**src/rtl/serial_adder_fsm_if.sv**
```systemverilog
// Operand/result bundle for serial_adder_fsm.
// The ovf signal exists only when SERIAL_ADDER_OVF_EN is defined.
interface serial_adder_fsm_if #(
  parameter int unsigned WIDTH = 8
);
  logic             start;
  logic [WIDTH-1:0] a;
  logic [WIDTH-1:0] b;
  logic             cin;
  logic             busy;
  logic             done;
  logic [WIDTH-1:0] sum;
  logic             cout;
`ifdef SERIAL_ADDER_OVF_EN
  logic             ovf;

  modport master (
    output start, a, b, cin,
    input  busy, done, sum, cout, ovf
  );

  modport slave (
    input  start, a, b, cin,
    output busy, done, sum, cout, ovf
  );
`else
  modport master (
    output start, a, b, cin,
    input  busy, done, sum, cout
  );

  modport slave (
    input  start, a, b, cin,
    output busy, done, sum, cout
  );
`endif
endinterface

```
**src/rtl/serial_adder_fsm.sv**
```systemverilog
// Bit-serial WIDTH-bit adder: one full-adder cell plus a carry flop, one bit per clock, LSB first.
// Optional signed-overflow output is enabled by defining SERIAL_ADDER_OVF_EN.
module serial_adder_fsm #(
  parameter int unsigned WIDTH = 8
) (
  input  logic                clk,
  input  logic                rst,
  serial_adder_fsm_if.slave   bus_io
);

  localparam int unsigned CntW = $clog2(WIDTH + 1);
  localparam logic [CntW-1:0] LastCnt = CntW'(WIDTH - 1);

  typedef enum logic [1:0] {StIdle, StShift, StDone} state_e;

  state_e           state_q;
  logic [WIDTH-1:0] a_sr_q;
  logic [WIDTH-1:0] b_sr_q;
  logic [WIDTH-1:0] res_sr_q;
  logic             carry_q;
  logic [CntW-1:0]  cnt_q;
  logic             busy_q;
  logic             done_q;
  logic [WIDTH-1:0] sum_q;
  logic             cout_q;
`ifdef SERIAL_ADDER_OVF_EN
  logic             ovf_q;
`endif

  // Full-adder cell fed from the operand shift registers and the carry flop.
  logic             fa_s;
  logic             fa_c;
  logic [WIDTH-1:0] res_sr_d;

  assign fa_s     = a_sr_q[0] ^ b_sr_q[0] ^ carry_q;
  assign fa_c     = (a_sr_q[0] & b_sr_q[0]) | (a_sr_q[0] & carry_q) | (b_sr_q[0] & carry_q);
  assign res_sr_d = {fa_s, res_sr_q[WIDTH-1:1]};

  always_ff @(posedge clk) begin
    if (rst) begin
      state_q  <= StIdle;
      a_sr_q   <= '0;
      b_sr_q   <= '0;
      res_sr_q <= '0;
      carry_q  <= 1'b0;
      cnt_q    <= '0;
      busy_q   <= 1'b0;
      done_q   <= 1'b0;
      sum_q    <= '0;
      cout_q   <= 1'b0;
`ifdef SERIAL_ADDER_OVF_EN
      ovf_q    <= 1'b0;
`endif
    end else begin
      done_q <= 1'b0;
      case (state_q)
        StIdle, StDone: begin
          if (bus_io.start) begin
            a_sr_q   <= bus_io.a;
            b_sr_q   <= bus_io.b;
            carry_q  <= bus_io.cin;
            res_sr_q <= '0;
            cnt_q    <= '0;
            busy_q   <= 1'b1;
            state_q  <= StShift;
          end else begin
            state_q  <= StIdle;
          end
        end
        StShift: begin
          a_sr_q   <= a_sr_q >> 1;
          b_sr_q   <= b_sr_q >> 1;
          carry_q  <= fa_c;
          res_sr_q <= res_sr_d;
          cnt_q    <= cnt_q + CntW'(1);
          // Last bit: capture the result on the same edge so it is valid with done.
          if (cnt_q == LastCnt) begin
            state_q <= StDone;
            busy_q  <= 1'b0;
            done_q  <= 1'b1;
            sum_q   <= res_sr_d;
            cout_q  <= fa_c;
`ifdef SERIAL_ADDER_OVF_EN
            ovf_q   <= carry_q ^ fa_c;
`endif
          end
        end
        default: state_q <= StIdle;
      endcase
    end
  end

  assign bus_io.busy = busy_q;
  assign bus_io.done = done_q;
  assign bus_io.sum  = sum_q;
  assign bus_io.cout = cout_q;
`ifdef SERIAL_ADDER_OVF_EN
  assign bus_io.ovf  = ovf_q;
`endif

endmodule
```
**src/flat_wrapper.sv**
```systemverilog
// flat-port wrapper written by rule: the top's interface ports become plain ports
module serial_adder_fsm_flat 
#(
  parameter int unsigned WIDTH = 8
)
  (clk, rst, bus_io_start, bus_io_a, bus_io_b, bus_io_cin, bus_io_busy, bus_io_done, bus_io_sum, bus_io_cout);
  serial_adder_fsm_if #(.WIDTH(WIDTH)) bus_io_i ();
  input  logic clk;
  input  logic rst;
  input wire logic [$bits(bus_io_i.start)-1:0] bus_io_start;
  input wire logic [$bits(bus_io_i.a)-1:0] bus_io_a;
  input wire logic [$bits(bus_io_i.b)-1:0] bus_io_b;
  input wire logic [$bits(bus_io_i.cin)-1:0] bus_io_cin;
  output wire logic [$bits(bus_io_i.busy)-1:0] bus_io_busy;
  output wire logic [$bits(bus_io_i.done)-1:0] bus_io_done;
  output wire logic [$bits(bus_io_i.sum)-1:0] bus_io_sum;
  output wire logic [$bits(bus_io_i.cout)-1:0] bus_io_cout;
  assign bus_io_i.start = bus_io_start;
  assign bus_io_i.a = bus_io_a;
  assign bus_io_i.b = bus_io_b;
  assign bus_io_i.cin = bus_io_cin;
  assign bus_io_busy = bus_io_i.busy;
  assign bus_io_done = bus_io_i.done;
  assign bus_io_sum = bus_io_i.sum;
  assign bus_io_cout = bus_io_i.cout;
  serial_adder_fsm #(.WIDTH(WIDTH)) u_core (.clk(clk), .rst(rst), .bus_io(bus_io_i));
endmodule
```
**config.mk**
```make
export PLATFORM = sky130hd
export DESIGN_NAME = serial_adder_fsm_flat
export DESIGN_NICKNAME = d
export VERILOG_FILES = /design/src/rtl/serial_adder_fsm_if.sv /design/src/rtl/serial_adder_fsm.sv /design/src/flat_wrapper.sv
export SDC_FILE = /design/constraint.sdc
export NUM_CORES = 1
export LEC_CHECK = 0
export ABC_AREA = 1
export ABC_CLOCK_PERIOD_IN_PS = 3000
export CAP_MARGIN = 20
export CORE_AREA = 10 10 89 91
export CTS_CLUSTER_SIZE = 40
export DETAILED_ROUTE_END_ITERATION = 10
export DIE_AREA = 0 0 99 101
export GPL_ROUTABILITY_DRIVEN = 0
export PLACE_DENSITY = 0.55
export SYNTH_ARGS = -nofsm -noshare
export SYNTH_HDL_FRONTEND = slang
export SYNTH_SLANG_ARGS = --single-unit
```
**constraint.sdc**
```tcl
create_clock -name clk -period 3 [get_ports clk]
set_input_delay 0.6 -clock clk [delete_from_list [all_inputs] [get_ports clk]]
set_output_delay 0.6 -clock clk [all_outputs]
set_load 0.05 [all_outputs]
```
==> summary.txt, run 1 <==
Synthesis
  – Post-Synth Adder-Cell Area: 1.698%
  – Combinational family with the most area after synthesis: simple AND/OR/NAND/NOR gates
  – Multiplexer area fraction after synthesis: 0%
  – Yosys reg bits: 41
  – Syn Inst Count: 236
  – Cell taking the most area after synthesis: dfxtp_1
  – Synth Cell Area: 0.001916 mm^2
  – Compound-gate portion of the synthesized area: 10.19%
  – Mapped Avg Cell Area: 8.117 um^2
  – Yosys synthesis warning count: 0
  – Netlist cell types: 22
  – Syn Nets: 258
  – Post-Synth Simple-Gate Area: 33.38%
  – Register area share after synthesis: 42.85%
  – Main area contributors after synthesis: dfxtp_1 43%, nand3_1 13%, nand2_1 12%
  – XOR/XNOR share of the synthesized area: 0%
  – Synth top area share: 42.85%

STA
  – Fmax: 487.5 MHz
  – Clk_skew: 0.005786 ns
  – Final period utilization: 68.37%
  – Setup TNS Final: 0 ns
  – Worst-margin pin slew: 0.5002 ns
  – Max-slew violation count: 0
  – Final setup vio count: 0
  – Unrepaired setup endpoints after global routing: false
  – Min cycle time layout: 2.051 ns
  – Max_slew headroom: 66.55%
  – Final hold violations: 0
  – WHS: 0.4690 ns

GRT
  – Vias in the first global route: 1,604
  – Initial antenna violation count: 0
  – GR Overflow Total: 0
  – First-pass GRT wire length: 7113 um
  – GRT Total Usage: 8.372%
  – Pin count of the biggest net entering global routing: 30

Final layout
  – Final core utilization: 37.23%
  – Area delta synth->final: 20.58%
  – Fraction of layout cells with a size suffix above 1: 13.79%
  – Commonest non-fill, non-tap cell in the layout: nand2_1
  – Nets: 282
  – Most frequent cells in the layout: 59 x nand2_1, 48 x nand3_1, 41 x dfxtp_1
  – Ant. Diodes: 0

Die
  – Width of the chip: 99 um
  – Core ar.: 0.006205 mm^2
  – Die area: 0.009999 mm^2
  – I/O pins: 31
  – Die outline height: 101 um
  – Effective utilization at floorplan: 30.87%
  – Rows: 29

Power and ir drop
  – PD cells: 517.0 mW/mm^2
  – Comb pwr share: 12.2%
  – VDD IR max: 0.3926 mV
  – Int Power: 0.0008962 W
  – Sw Ratio: 24.95%
  – Sw Pwr: 0.0002980 W
  – Static leakage: 0.9250 nW
  – Clock share of power: 39.1%
  – Part of the power in registers: 48.8%

Clock tree
  – Num CTS Buffers: 5
  – Root Driver: clkbuf_8
  – Worst-Skew Late Latency: 0.29 ns
  – Htree depth: 2
  – CTS resizes: 0
  – Clock sinks: 41
  – Clock Pin Slew Worst Setup and Hold Paths: 0.08 ns
  – Hold buffer count at CTS: 0
  – Setup bufs post-CTS: 0
  – CTS tree: built
  – Max Root-Sink Buffers: 2

Placed design
  – I/O Buffers: 30
  – DPL Wire Length: 2855 um

Routing
  – Vias: 1,552
  – Drt total wl: 4108 um
  – Detailed Routing Iterations Pass 1: 4
  – Post-route ant nets: 0
  – Residual DRC: 0
  – Starting DRT DRC Count: 76
  – Wire length per cell: 12.15 um
  – DR vias/cell: 4.592

Setup path
  – Crit path capture type: primary output
  – CP arrival: 1.45 ns
  – CP required: 2.40 ns
  – Cells along the critical path: clkdlybuf4s50_1
  – Setup Crit Path Kind: register to primary output
  – Maximum fanout along the worst path: 2
  – CP max-delay cell: clkdlybuf4s50_1
  – Largest stage delay on the critical path: 0.81 ns
  – Nature of the critical path startpoint: register
  – CP Buf/Inv Count: 1
  – CP top delay family: buffers and inverters

Hold path
  – Hold Crit Class: register to register

Outcome
  – Status: finished clean

Job
  – Max-Cap Viols: 0
[path summary, 6_finish.rpt]
kind                            cells after the start  slack (ns)                  from                   end
worst max-delay path                                1        0.95  u_core.bus_io.sum[7]         bus_io_sum[7]
worst min register to register                      2        0.47    u_core.bus_io.busy    u_core.bus_io.busy
worst max register to register                      6        1.42     u_core.state_q[0]  u_core.bus_io.sum[6]
worst min-delay path                                2        0.47    u_core.bus_io.busy    u_core.bus_io.busy
[cells by family (layout without fill, tap and decap cells)]
family	Yosys count	after routing
compound gates	33	33
fa+ha+maj	2	2
buf+inv	36	61
flops	41	41
simple gates	124	124
[metal layers]
layer / track usage (%) / up-vias / routed length [um]
met2: 13.08 / 29 / 1754
met4: 2.977 / 0 / 38
met3: 3.361 / 6 / 270
li1: - / 813 / -
met1: 10.13 / 704 / 2044
met5: 0 / - / 0
[state kept, by name, indices dropped and copies added (netlist names)]
| register | count |
|---|---|
| u_core.a_sr_q | 8 |
| u_core.b_sr_q | 8 |
| u_core.bus_io.busy | 1 |
| u_core.bus_io.cout | 1 |
| u_core.bus_io.done | 1 |
| u_core.bus_io.sum | 8 |
| u_core.carry_q | 1 |
| u_core.cnt_q | 4 |
| u_core.res_sr_q | 7 |
| u_core.state_q | 2 |
[power by group through the flow]
stage / Sequential, W / Combinational, W / Clock [W]
3_5_place_dp: 0.000595 / 0.000147 / 0
6_report: 0.000582 / 0.000145 / 0.000467
5_1_grt: 0.000585 / 0.000162 / 0.000501
3_3_place_gp: 0.000595 / 0.000146 / 0
2_1_floorplan: 0.000592 / 0.000118 / 0
4_1_cts: 0.000582 / 0.000147 / 0.000481
[synth_stat cells]
master	count
buf_4	2
fa_1	1
buf_12	2
nor2_8	1
inv_8	1
nand3_2	7
nor2_1	3
a21oi_2	8
nand2_1	59
o21ai_0	2
clkbuf_1	1
nand2_8	1
buf_2	6
buf_6	5
nand2_4	3
ha_1	1
a21oi_1	23
inv_2	2
nand3_1	48
nor2_4	2
dfxtp_1	41
inv_1	17
[through the flow]
stage	total power (W)	instances	instance area [um^2]	worst slack, ns
after global routing	0.001248	338	2310	0.8967
final	0.001194	338	2310	0.9488
after CTS	0.001211	338	2310	0.9333
after floorplan	0.0007098	236	1916	1.674
after detailed placement	0.0007425	330	2190	1.063
after global placement	0.0007407	330	2190	1.103
[layout make-up]
type	count	area [um^2]
fill	639	3895
multi-input combinational	159	867.1
sequential	41	820.8
timing repair buffer	33	322.8
tap	77	96.34
clock buffer	6	82.58
inverter	20	82.58
clock inverter	2	37.54
(Power assumes the default switching activity.)
==> run 2: changes to the inputs <==
--- a/config.mk
+++ b/config.mk
@@ -6,14 +6,14 @@
 export NUM_CORES = 1
 export LEC_CHECK = 0
 export ABC_AREA = 1
-export ABC_CLOCK_PERIOD_IN_PS = 3000
+export ABC_CLOCK_PERIOD_IN_PS = 1800
 export CAP_MARGIN = 20
 export CORE_AREA = 10 10 89 91
 export CTS_CLUSTER_SIZE = 40
 export DETAILED_ROUTE_END_ITERATION = 10
 export DIE_AREA = 0 0 99 101
 export GPL_ROUTABILITY_DRIVEN = 0
-export PLACE_DENSITY = 0.55
+export PLACE_DENSITY = 0.57
 export SYNTH_ARGS = -nofsm -noshare
 export SYNTH_HDL_FRONTEND = slang
 export SYNTH_SLANG_ARGS = --single-unit
==> constraint.sdc (replaced) <==
create_clock -name clk -period 1.8 [get_ports clk]
set_input_delay 0.36 -clock clk [delete_from_list [all_inputs] [get_ports clk]]
set_output_delay 0.36 -clock clk [all_outputs]
set_load 0.05 [all_outputs]
==> run 2 against run 1 <==
Net effect:
- first-iteration DRC count decreased by 1.3%
- hold slack worse by 0.0013 ns
- count of clock-buffer cells in the layout down 1
- sequential share of layout area stayed put
- utilization did not move
- non-clock buffer count up 3
- die area is the same
- register-to-register slack worse by 0.97 ns
- flip-flop and latch count stayed put
- critical path type is now register to register
- critical endpoint is now u_core.cnt_q[2]
- largest cell class unchanged
==> summary.txt, run 2 (synthesis gave the netlist of run 1 again) <==
Outcome
  – Status: finished clean

Clock tree
  – Clock Pin Slew Worst Setup and Hold Paths: 0.09 ns
  – Hold buffer count at CTS: 0
  – CTS resizes: 0
  – Setup bufs post-CTS: 0
  – Clock sinks: 41
  – CTS tree: built
  – Num CTS Buffers: 5
  – Htree depth: 2
  – Worst-Skew Late Latency: 0.30 ns
  – Root Driver: clkbuf_8
  – Max Root-Sink Buffers: 2

STA
  – Worst-margin pin slew: 0.3610 ns
  – Setup TNS Final: 0 ns
  – Min cycle time layout: 1.352 ns
  – Final hold violations: 0
  – Final setup vio count: 0
  – Final period utilization: 75.09%
  – Max-slew violation count: 0
  – Max_slew headroom: 75.91%
  – Clk_skew: 0.007446 ns
  – Unrepaired setup endpoints after global routing: false
  – Fmax: 739.9 MHz

Placed design
  – Cells after DPL: 333
  – DPL Wire Length: 2872 um
  – I/O Buffers: 30

Die
  – Rows: 29
  – Width of the chip: 99 um
  – I/O pins: 31
  – Core ar.: 0.006205 mm^2
  – Effective utilization at floorplan: 30.87%
  – Die area: 0.009999 mm^2
  – Die outline height: 101 um

Setup path
  – Crit path capture type: register
  – CP max-delay cell: dfxtp_1
  – Maximum fanout along the worst path: 17
  – CP arrival: 1.58 ns
  – Reg2Reg Capture Point: u_core.cnt_q[2]
  – Largest stage delay on the critical path: 0.54 ns
  – CP top delay family: flip-flops
  – Setup Crit Path Kind: register to register
  – Cells along the critical path: inv_8 > nand2_8 > nand2_4 > inv_2 > nand2_1 > a21oi_1
  – CP Capture Point: u_core.cnt_q[2]
  – Crit path launch: u_core.state_q[0]
  – Crit. path cell count: 6
  – Internal reg-to-reg setup slack: 0.45 ns
  – Worst Reg-to-Reg Cells: 6
  – CP Buf/Inv Count: 2
  – CP required: 2.03 ns
  – Worst r2r src: u_core.state_q[0]
  – Nature of the critical path startpoint: register

Routing
  – Residual DRC: 0
  – Detailed Routing Iterations Pass 1: 4
  – Wire length per cell: 12.13 um
  – Vias: 1,589
  – Starting DRT DRC Count: 75
  – Post-route ant nets: 0
  – Drt total wl: 4138 um
  – DR vias/cell: 4.660

GRT
  – GR Util met3: 3.086%
  – Pin count of the biggest net entering global routing: 30
  – GRT Total Usage: 8.416%
  – Initial antenna violation count: 0
  – Met1 usage: 10.33%
  – First-pass GRT wire length: 7189 um
  – Most crowded layer after global routing: met2
  – Met2 GRT Util: 13.33%
  – GR Overflow Total: 0
  – Vias in the first global route: 1,587

Power and ir drop
  – VDD IR max: 0.3441 mV
  – Static leakage: 0.9677 nW
  – PD cells: 862.4 mW/mm^2

Final layout
  – Register Area: 820.8 um^2
  – Fraction of layout cells with a size suffix above 1: 18.94%
  – Most frequent cells in the layout: 59 x nand2_1, 48 x nand3_1, 41 x dfxtp_1
  – Multi-input logic area: 867.1 um^2
  – Fillers: 665
  – Area delta synth->final: 20.58%
  – Commonest non-fill, non-tap cell in the layout: nand2_1
  – Nets: 285
  – Ant. Diodes: 0
  – Layout Cells excl Fill: 341

Hold path
  – Hold Crit Class: register to register
  – Hold Path Origin: u_core.res_sr_q[3]
  – Hold path cells: 2

Job
  – Max-Cap Viols: 0
## run 2: changes by cell type in the layout (fill, tap and decap cells not counted), sizes merged
cell | previous run | this run
inv | 20 | 21
clkbuf | 6 | 5
clkdlybuf4s50 | 30 | 19
clkinvlp | 1 | 0
clkinv | 0 | 1
buf | 3 | 17
## run 2: worst min-delay path: stages, from the launching register on
cell     delay [ns]
dfxtp_1        0.33
nand2_1        0.06
nand2_1        0.04
## run 2: metal layers
metal	part of all wire, %	vias to the layer above
met5	0	-
met2	45	33
li1	-	821
met3	6.3	8
met4	1.2	0
met1	48	727
## run 2: area by class of cell
class | count | area share [%]
Tap cell | 77 | 4.171
Sequential cell | 41 | 35.54
Inverter | 20 | 3.575
Timing Repair Buffer | 36 | 14.30
Clock buffer | 5 | 2.979
Clock inverter | 3 | 1.896
Multi-Input combinational cell | 159 | 37.54
## run 2: how the worst min path moves through the flow
| stage | slack (ns) | to |
|---|---|---|
| 5_1_grt | 0.49 | u_core.res_sr_q[1] |
| 2_1_floorplan | 0.44 | u_core.bus_io.sum[1] |
| 3_5_place_dp | 0.46 | u_core.b_sr_q[7] |
| 6_report | 0.47 | u_core.bus_io.sum[2] |
| 4_1_cts | 0.47 | u_core.b_sr_q[7] |
| 3_3_place_gp | 0.45 | u_core.bus_io.sum[1] |
## run 2: report_power, final
| group | switching, W | internal (W) |
|---|---|---|
| Combinational | 0.000146 | 0.000110 |
| Sequential | 0.0000267 | 0.000942 |
| Clock | 0.000351 | 0.000416 |
## run 2: per-stage QoR
step	hold WS, ns	power [W]	utilization [%]	setup slack [ns]	instance area, um^2
CTS	0.4701	0.002011	37.23	0.4485	2310
finish	0.4677	0.001992	37.23	0.4485	2310
global placement	0.4530	0.001247	35.41	0.2303	2197
floorplan	0.4382	0.001183	-	0.6431	1916
global route	0.4870	0.002079	37.23	0.3022	2310
detailed placement	0.4596	0.001247	35.41	0.2003	2197
